**src/rtl/cpu_isa_pkg.sv**
```systemverilog
// ISA definitions shared by the fetch/issue sequencer and the execute datapath.
// Holds opcodes, IR field layout and the sequencer state encoding.
package cpu_isa_pkg;

    typedef enum logic [4:0] {
        OP_MOVSGPR = 5'd0,
        OP_MOV     = 5'd1,
        OP_ADD     = 5'd2,
        OP_SUB     = 5'd3,
        OP_MUL     = 5'd4,
        OP_ROR     = 5'd5,
        OP_RAND    = 5'd6,
        OP_RXOR    = 5'd7,
        OP_RXNOR   = 5'd8,
        OP_RNAND   = 5'd9,
        OP_RNOR    = 5'd10,
        OP_RNOT    = 5'd11,
        OP_HALT    = 5'b11111
    } opcode_t;

    // rsrc2 aliases isrc[15:11] when imm_mode is clear.
    typedef struct packed {
        logic [4:0]  oper_type;
        logic [4:0]  rdst;
        logic [4:0]  rsrc1;
        logic        imm_mode;
        logic [15:0] isrc;
    } ir_fields_t;

    typedef logic [2:0] seq_state_t;

    localparam seq_state_t ST_IDLE  = 3'd0;
    localparam seq_state_t ST_FETCH = 3'd1;
    localparam seq_state_t ST_LOAD  = 3'd2;
    localparam seq_state_t ST_EXEC  = 3'd3;
    localparam seq_state_t ST_HOLD  = 3'd4;
    localparam seq_state_t ST_DONE  = 3'd5;

    function automatic logic [4:0] get_opcode(input logic [31:0] instr);
        ir_fields_t f;
        f = instr;
        return f.oper_type;
    endfunction

endpackage

```
**src/rtl/instr_seq_ctrl_if.sv**
```systemverilog
// Instruction-memory read port between the sequencer (master) and a synchronous RAM (slave).
interface instr_seq_ctrl_if #(
    parameter int ADDR_W  = 11,
    parameter int INSTR_W = 32
);
    logic [ADDR_W-1:0]  imem_addr;
    logic               imem_rd_en;
    logic [INSTR_W-1:0] imem_dout;

    modport master (output imem_addr, output imem_rd_en, input imem_dout);
    modport slave  (input imem_addr, input imem_rd_en, output imem_dout);
endinterface

```
**src/rtl/instr_seq_ctrl.sv**
```systemverilog
// Fetch/issue sequencer: reads the program from a 1-cycle-latency RAM, holds a stable IR
// and pulses exec_en once per instruction until HALT or the last address.
//
//  state | meaning
//  IDLE  | waiting for start after reset
//  FETCH | read issued at fetch address (stalls while pause)
//  LOAD  | RAM data valid; HALT ends the run, else IR captured
//  EXEC  | exec_en strobe, count instruction, arm hold timer
//  HOLD  | IR stable for HOLD_CYCLES, then step PC or finish
//  DONE  | program finished, outputs frozen until start
module instr_seq_ctrl
    import cpu_isa_pkg::*;
#(
    parameter int ADDR_W      = 11,
    parameter int INSTR_W     = 32,
    parameter int HOLD_CYCLES = 2,
    parameter int LAST_ADDR   = 2047
) (
    input  logic                clk,
    input  logic                sys_rst,
    input  logic                start,
    input  logic                pause,
    instr_seq_ctrl_if.master    imem,
    output logic [INSTR_W-1:0]  ir,
    output logic                exec_en,
    output logic [ADDR_W-1:0]   pc,
    output logic                busy,
    output logic                done,
    output logic [15:0]         instr_cnt
);

    localparam int TMR_W = (HOLD_CYCLES > 1) ? $clog2(HOLD_CYCLES) : 1;
    localparam logic [TMR_W-1:0]  TMR_LOAD = TMR_W'(HOLD_CYCLES - 1);
    localparam logic [ADDR_W-1:0] LAST     = ADDR_W'(LAST_ADDR);

    seq_state_t         state_q, state_d;
    logic [ADDR_W-1:0]  fetch_addr_q, fetch_addr_d;
    logic [ADDR_W-1:0]  pc_q, pc_d;
    logic [INSTR_W-1:0] ir_q, ir_d;
    logic [TMR_W-1:0]   tmr_q, tmr_d;
    logic [15:0]        cnt_q, cnt_d;
    logic               is_halt;

    assign is_halt = (get_opcode(imem.imem_dout[INSTR_W-1 -: 32]) == OP_HALT);

    // pc only follows the fetch address once an instruction is actually latched,
    // so a HALT word leaves pc pointing at the last executed instruction.
    always_comb begin
        state_d      = state_q;
        fetch_addr_d = fetch_addr_q;
        pc_d         = pc_q;
        ir_d         = ir_q;
        tmr_d        = tmr_q;
        cnt_d        = cnt_q;
        case (state_q)
            ST_IDLE, ST_DONE: begin
                if (start) begin
                    state_d      = ST_FETCH;
                    fetch_addr_d = '0;
                    pc_d         = '0;
                    cnt_d        = '0;
                end
            end
            ST_FETCH: begin
                if (!pause) state_d = ST_LOAD;
            end
            ST_LOAD: begin
                if (is_halt) begin
                    state_d = ST_DONE;
                end else begin
                    ir_d    = imem.imem_dout;
                    pc_d    = fetch_addr_q;
                    state_d = ST_EXEC;
                end
            end
            ST_EXEC: begin
                if (cnt_q != 16'hFFFF) cnt_d = cnt_q + 16'd1;
                tmr_d   = TMR_LOAD;
                state_d = ST_HOLD;
            end
            ST_HOLD: begin
                if (tmr_q == '0) begin
                    if (pc_q == LAST) begin
                        state_d = ST_DONE;
                    end else begin
                        fetch_addr_d = pc_q + ADDR_W'(1);
                        state_d      = ST_FETCH;
                    end
                end else begin
                    tmr_d = tmr_q - TMR_W'(1);
                end
            end
            default: state_d = ST_IDLE;
        endcase
    end

    always_ff @(posedge clk) begin
        if (sys_rst) begin
            state_q      <= ST_IDLE;
            fetch_addr_q <= '0;
            pc_q         <= '0;
            ir_q         <= '0;
            tmr_q        <= '0;
            cnt_q        <= '0;
        end else begin
            state_q      <= state_d;
            fetch_addr_q <= fetch_addr_d;
            pc_q         <= pc_d;
            ir_q         <= ir_d;
            tmr_q        <= tmr_d;
            cnt_q        <= cnt_d;
        end
    end

    assign imem.imem_addr  = fetch_addr_q;
    assign imem.imem_rd_en = (state_q == ST_FETCH) && !pause;
    assign ir              = ir_q;
    assign exec_en         = (state_q == ST_EXEC);
    assign pc              = pc_q;
    assign busy            = (state_q != ST_IDLE) && (state_q != ST_DONE);
    assign done            = (state_q == ST_DONE);
    assign instr_cnt       = cnt_q;

endmodule

```
**src/flat_wrapper.sv**
```systemverilog
// flat-port wrapper written by rule: the top's interface ports become plain ports
module instr_seq_ctrl_flat import cpu_isa_pkg::*;
#(
    parameter int ADDR_W      = 11,
    parameter int INSTR_W     = 32,
    parameter int HOLD_CYCLES = 2,
    parameter int LAST_ADDR   = 2047
)
  (clk, sys_rst, start, pause, ir, exec_en, pc, busy, done, instr_cnt, imem_imem_addr, imem_imem_rd_en, imem_imem_dout);
  instr_seq_ctrl_if #(.ADDR_W(ADDR_W), .INSTR_W(INSTR_W)) imem_i ();
  input  logic clk;
  input  logic sys_rst;
  input  logic start;
  input  logic pause;
  output logic [INSTR_W-1:0] ir;
  output logic exec_en;
  output logic [ADDR_W-1:0] pc;
  output logic busy;
  output logic done;
  output logic [15:0] instr_cnt;
  output wire logic [$bits(imem_i.imem_addr)-1:0] imem_imem_addr;
  output wire logic [$bits(imem_i.imem_rd_en)-1:0] imem_imem_rd_en;
  input wire logic [$bits(imem_i.imem_dout)-1:0] imem_imem_dout;
  assign imem_imem_addr = imem_i.imem_addr;
  assign imem_imem_rd_en = imem_i.imem_rd_en;
  assign imem_i.imem_dout = imem_imem_dout;
  instr_seq_ctrl #(.ADDR_W(ADDR_W), .INSTR_W(INSTR_W), .HOLD_CYCLES(HOLD_CYCLES), .LAST_ADDR(LAST_ADDR)) u_core (.clk(clk), .sys_rst(sys_rst), .start(start), .pause(pause), .imem(imem_i), .ir(ir), .exec_en(exec_en), .pc(pc), .busy(busy), .done(done), .instr_cnt(instr_cnt));
endmodule
```
**config.mk**
```make
export PLATFORM = sky130hd
export DESIGN_NAME = instr_seq_ctrl_flat
export DESIGN_NICKNAME = d
export VERILOG_FILES = /design/src/rtl/cpu_isa_pkg.sv /design/src/rtl/instr_seq_ctrl_if.sv /design/src/rtl/instr_seq_ctrl.sv /design/src/flat_wrapper.sv
export SDC_FILE = /design/constraint.sdc
export NUM_CORES = 1
export LEC_CHECK = 0
export BUFFER_PORTS_ARGS = -buffer_cell sky130_fd_sc_hd__buf_2
export CORE_ASPECT_RATIO = 1.75
export CORE_UTILIZATION = 30
export DETAILED_ROUTE_END_ITERATION = 7
export PLACE_DENSITY_LB_ADDON = 0.05
export SKIP_CTS_REPAIR_TIMING = 1
export SLEW_MARGIN = 20
export SYNTH_ARGS = -nofsm -noshare
export SYNTH_HDL_FRONTEND = slang
export SYNTH_SLANG_ARGS = --single-unit
```
**constraint.sdc**
```tcl
create_clock -name clk -period 2.7 [get_ports clk]
set_clock_uncertainty 0.15 [all_clocks]
set_input_delay 0 -clock clk [delete_from_list [all_inputs] [get_ports clk]]
set_output_delay 0 -clock clk [all_outputs]
set_load 0.02 [all_outputs]
```
Word level (Yosys, flattened, before mapping)
Index checks and enable logic that the tools add are counted.

Flip-flop bits (word level): 74. Bits of input ports: 36. Output and inout bits: 74.

Add/sub/neg operators: 3. Equal/unequal tests: 15. Mux-type cells: 17. Bitwise operators: 1. Reductions and logical operators: 15.

Operator list (number): $mux 11 (4); $pmux 11 s2 (2); $mux 16 (2); $pmux 16 s2 (1); $add 16x1->16 const B (1); $ne 16x16->1 const B (1); $mux 3 (5); $pmux 3 s5 (1); $add 11x1->11 const B (1); $eq 11x11->1 const B (1); $ne 2x2->1 const B (5); $reduce_and 3->1 (3); $reduce_bool 2->1 (4); $eq 3x2->1 const B (2); $eq 3x3->1 const B (2); $eq 5x5->1 const B (1); $reduce_and 4->1 (1); $eq 3x1->1 const B (1); $logic_not 3->1 (1); $ne 3x3->1 const B (1); $reduce_bool 3->1 (1); $logic_and 1x1->1 (2); $ne 2x1->1 const B (1); $pmux 1 s2 (1); 6 further kinds (6).

Longest topological paths before layout
Depth after elaboration: 4. Depth in mapped cells: 8. Gate-level depth less buffers: 6.

Worst setup path before layout
OpenSTA, ideal clock, no wires.

Path kind: reg2reg. Start point: reg u_core.cnt_q[0], in the netlist u_core.instr_cnt[0]. End point: reg u_core.cnt_q[7], in the netlist u_core.instr_cnt[7]. Library setup time: 0.087 ns. Arrival: 2.033 ns. Data required time: 2.463 ns. Slack: 0.430 ns. Cell stages (with the launch flop): 9. Period minus slack after synthesis: 2.270 ns. Path through: dfxtp_1 -> ha_1 -> nand4_1 -> or4_1 -> buf_2 -> a211oi_2 -> buf_4 -> o21ai_0 -> o31ai_1.

Cells in the longest elaborated chain, start to end: 3. Elaborated cells on any way between the ends: 6.

Ends and longest elaborated chain: from (decl) (line instr_seq_ctrl.sv:41) `logic [15:0] cnt_q, cnt_d;`; from (signal assigned) (line instr_seq_ctrl.sv:111) `cnt_q <= cnt_d;`; $add 16x1->16 or $ne 16x16->1 (tied branches) (line instr_seq_ctrl.sv:77) `if (cnt_q != 16'hFFFF) cnt_d = cnt_q + 16'd1;`; $mux 16 or $ne 2x1->1 (tied branches); $pmux 16 s2 or $reduce_and 3->1 (tied branches).

Parallel ways exist; a longest one is shown, timed or not. The select of a mux whose other input is x is not followed. A chain may end at the register's enable or synchronous reset.

Worst setup path in the final report
Start point: reg u_core.cnt_q[0], in the netlist u_core.instr_cnt[0]. End point: reg u_core.cnt_q[2], in the netlist u_core.instr_cnt[2].

The elaborated chain is that of the path after synthesis.

==> metrics.md <==
| Metric | Value |
|---|---|
| Reg-to-reg critical path endpoint | `u_core.instr_cnt[2]` |
| Critical Path Max Stage Delay | `0.70 ns` |
| Total congestion overflow | `0` |
| Peak Freq | `about 420 MHz` |
| Clk buf depth | `2` |
| IO buf count | `around 110` |
| CP bufs+invs | `1` |
| Ys async rst share | `0%` |
| Sequential share of power | `42.0%` |
| Tcrit/Tclk final | `slightly below 90%` |
| Total CTS buffers | `9` |
| Worst slew margin | `40.44%` |
| First-pass GRT wire length | `15290 microns` |
| Maxcap violations | `0` |
| Pin count of the biggest net entering global routing | `47` |
| Crit path DAT | `2.46 ns` |
| Number of fill cells in the layout | `1057` |
| DR WL met2 | `around 5100 microns` |
| Peak VDD IR | `between 0.3 and 0.4 mV` |
| Crit path launch type | `flip-flop` |
| Io pins | `110` |
| TNS Setup | `0 ns` |
| Worst slew pin tran | `slightly below 0.9 ns` |
| GP Congestion | `roughly 0.80` |
| M1 WL | `4093 microns` |
| Dpl ws | `between 0.3 and 0.4 ns` |
| Netlist cell types | `45` |
| Reg2Reg Depth | `7` |
| Final Cell Area | `about 4600 sq um` |
| EDFF count, synth | `0` |
| Die ar. | `between 10000 and 15000 sq um` |
| Predominant post-synthesis flop cell | `dfxtp_1` |
| Overall routing resource usage | `between 10% and 20%` |
| H-tree depth | `3` |
| Routed wire length | `roughly 9900 microns` |
| Root Buffer | `clkbuf_16` |
| Hold path endpoint | `u_core.state_q[1]` |
| CP top delay family | `simple AND/OR/NAND/NOR gates` |
| R2R Path Start | `u_core.instr_cnt[0]` |
| Diode count | `0` |
| Cell area power density | `between 500 and 600 nW/um^2` |
| Post-DP Area | `between 3000 and 4000 sq um` |
| Vias per cell | `between 4 and 5` |
| Critical path data required time | `2.80 ns` |
| Crit Path Class | `flip-flop to flip-flop` |
| Starting Density | `a little under a third` |
| Hold Crit Class | `primary input to flip-flop` |
| Pleak | `1.914 nW` |
| Slew Viols, Final | `0` |
| Core area | `10360 sq um` |
| Layout area overhead | `42.92%` |
| Cell Int Power | `just under 0.002 W` |
| DRT Pass-1 Iters | `5` |
| Layout cells sized above 1 | `a little over a quarter` |
| CP max FO | `11` |
| Switching Fraction | `between 20% and 30%` |
| Final hold violations | `0` |
| #FFs+latches synth | `between 70 and 80` |
| RSZ-0062 raised after global routing | `false` |
| Clock power share | `a little under half` |
| Cells along the critical path | `ha_1, nand4_1, or4_1, a211oi_2, buf_4, o21ai_1, o21ai_0` |
| Worst setup margin | `0.3342 ns` |
| Total number of yosys warnings | `0` |
| Uppermost layer routed | `met4` |
| Site row count | `approximately 50` |
| CP Capture Type | `flip-flop` |
| Antenna-violating nets left | `0` |
| Switching power | `between 0.0006 and 0.0007 W` |
| Clk Latency, worst-skew pair | `between 0.3 and 0.4 ns` |
| CP max-delay cell | `or4_1` |
| DRT iter0 DRCs | `96` |
| Finished Core Util | `approximately 44%` |
| Number of setup violations in the final report | `0` |
| WL met3 | `434 microns` |
| Final-stage net count | `approximately 600` |
| Detailed-route via count | `approximately 3400` |
| Comb power frac | `11.8%` |
| Status | `completed` |
| Hold_sp | `pause` |
| Die Y | `roughly 140 microns` |
| R2R setup slack | `0.33 ns` |
| Sink Count | `74` |
| Minimum clock period | `between 2 and 2.5 ns` |
| Die width | `~80 microns` |
| Initial antenna violation count | `0` |
| # DRC | `0` |
| Clk slew on worst S/H paths | `~0.060 ns` |
| Post-Syn Area | `3207 sq um` |
| CTS tree | `built` |
| Synth Instances | `a little over 400` |
| Worst Hold Depth | `5` |
| Dpl hpwl | `between 6000 and 7000 microns` |
| Avg Cell Area, Syn | `just under 8 sq um` |
| Syn Nets | `around 450` |
| Sequential share of the synthesized area | `around 46%` |
| Vias in the first global route | `roughly 3000` |
| Wire per inst | `between 10 and 15 microns` |
[sequential cells by signal (all words and copies together), names as in the netlist]
register,cells
u_core.imem.imem_addr,11
u_core.instr_cnt,16
u_core.ir,32
u_core.pc,11
u_core.state_q,3
u_core.tmr_q,1
[power groups by stage]
stage	Clock, W	Combinational, W	Sequential [W]
final	0.00124	0.000316	0.00113
after global placement	0	0.000281	0.00115
after global routing	0.00132	0.000345	0.00113
after CTS	0.00129	0.000282	0.00113
after floorplan	0	0.000150	0.00118
after detailed placement	0	0.000281	0.00115
[logic make-up after synthesis]
family                   share of synthesized area [%]
AND/OR/NAND/NOR                                  27.43
multiplexers                                    0.3121
flip-flops                                       46.20
buffers and inverters                            4.058
adder cells (fa/ha/maj)                         0.7802
XOR/XNOR                                         2.458
AO/OA/AOI/OAI                                    18.77
[metrics by stage]
| step | std cells | hold slack [ns] | total power (W) |
|---|---|---|---|
| after floorplan | 413 | -0.01398 | 0.001327 |
| after global placement | 640 | 0.08976 | 0.001433 |
| after detailed placement | 640 | 0.09802 | 0.001434 |
| after CTS | 656 | -0.2687 | 0.002695 |
| after global routing | 690 | 0.1300 | 0.002801 |
| final | 690 | 0.05416 | 0.002686 |
[synth_stat cells, types with 2 or more instances]
| master | n | area [sq um] |
|---|---|---|
| xor2_1 | 4 | 35.03 |
| nand3_1 | 33 | 165.2 |
| and3_1 | 2 | 12.51 |
| nor4_1 | 2 | 12.51 |
| a311oi_1 | 4 | 35.03 |
| nor2_1 | 26 | 97.59 |
| nand3b_1 | 3 | 22.52 |
| a211o_1 | 2 | 17.52 |
| nor2b_1 | 2 | 12.51 |
| nor3b_1 | 2 | 15.01 |
| xnor2_1 | 5 | 43.79 |
| ha_1 | 2 | 25.02 |
| inv_1 | 4 | 15.01 |
| dfxtp_1 | 74 | 1481 |
| o21ai_0 | 19 | 95.09 |
| and2_1 | 3 | 18.77 |
| nand2b_1 | 5 | 31.28 |
| o21ai_1 | 4 | 20.02 |
| clkbuf_1 | 17 | 63.81 |
| nand4_1 | 9 | 56.30 |
| buf_2 | 8 | 40.04 |
| or3b_2 | 2 | 17.52 |
| a21oi_1 | 58 | 290.3 |
| nand2_1 | 90 | 337.8 |
| nor3_1 | 6 | 30.03 |
| a31oi_1 | 5 | 31.28 |
| o31ai_1 | 4 | 30.03 |
[worst reg2reg max path: cells and delay by family (launching register included)]
kind,cells,cell delay [ns]
simple gates,2,0.84
compound gates,3,0.43
flops,1,0.41
fa+ha+maj,1,0.24
buf+inv,1,0.21
[how the worst max path moves through the flow]
stage	to	from	slack (ns)	depth (start not counted)
floorplan	u_core.instr_cnt[7]	u_core.instr_cnt[0]	0.43	8
global placement	u_core.instr_cnt[2]	u_core.instr_cnt[0]	0.36	7
detailed placement	u_core.instr_cnt[2]	u_core.instr_cnt[0]	0.34	7
CTS	u_core.instr_cnt[2]	u_core.instr_cnt[0]	0.33	7
global route	u_core.instr_cnt[2]	u_core.instr_cnt[0]	0.17	7
finish	u_core.instr_cnt[2]	u_core.instr_cnt[0]	0.33	7
[layer usage]
layer  vias up  track usage [%]
met4         0            8.083
met5         -                0
li1       1730                -
met2        90            31.76
met1      1529            19.88
met3        13            4.079
[area by class of cell]
type	count	area, sq um	share of cell area, %
multi-input cells	308	1599	34.89
flip-flops and latches	74	1481	32.32
repair buffers	160	1013	22.11
clock buffers	10	239.0	5.214
well taps	127	158.9	3.467
clock inverters	6	72.57	1.583
inverters	5	18.77	0.4095
[cell usage in the layout (no fill, tap or decap), types with 17 or more instances in the layout]
cell type and n:
buf_4 17, dlygate4sd3_1 34, buf_2 109, o21ai_0 18, nand2_1 90, nand3_1 33, dfxtp_1 74, nor2_1 26
a21oi_1 58
No activity file was read; power rests on OpenSTA's default activity.
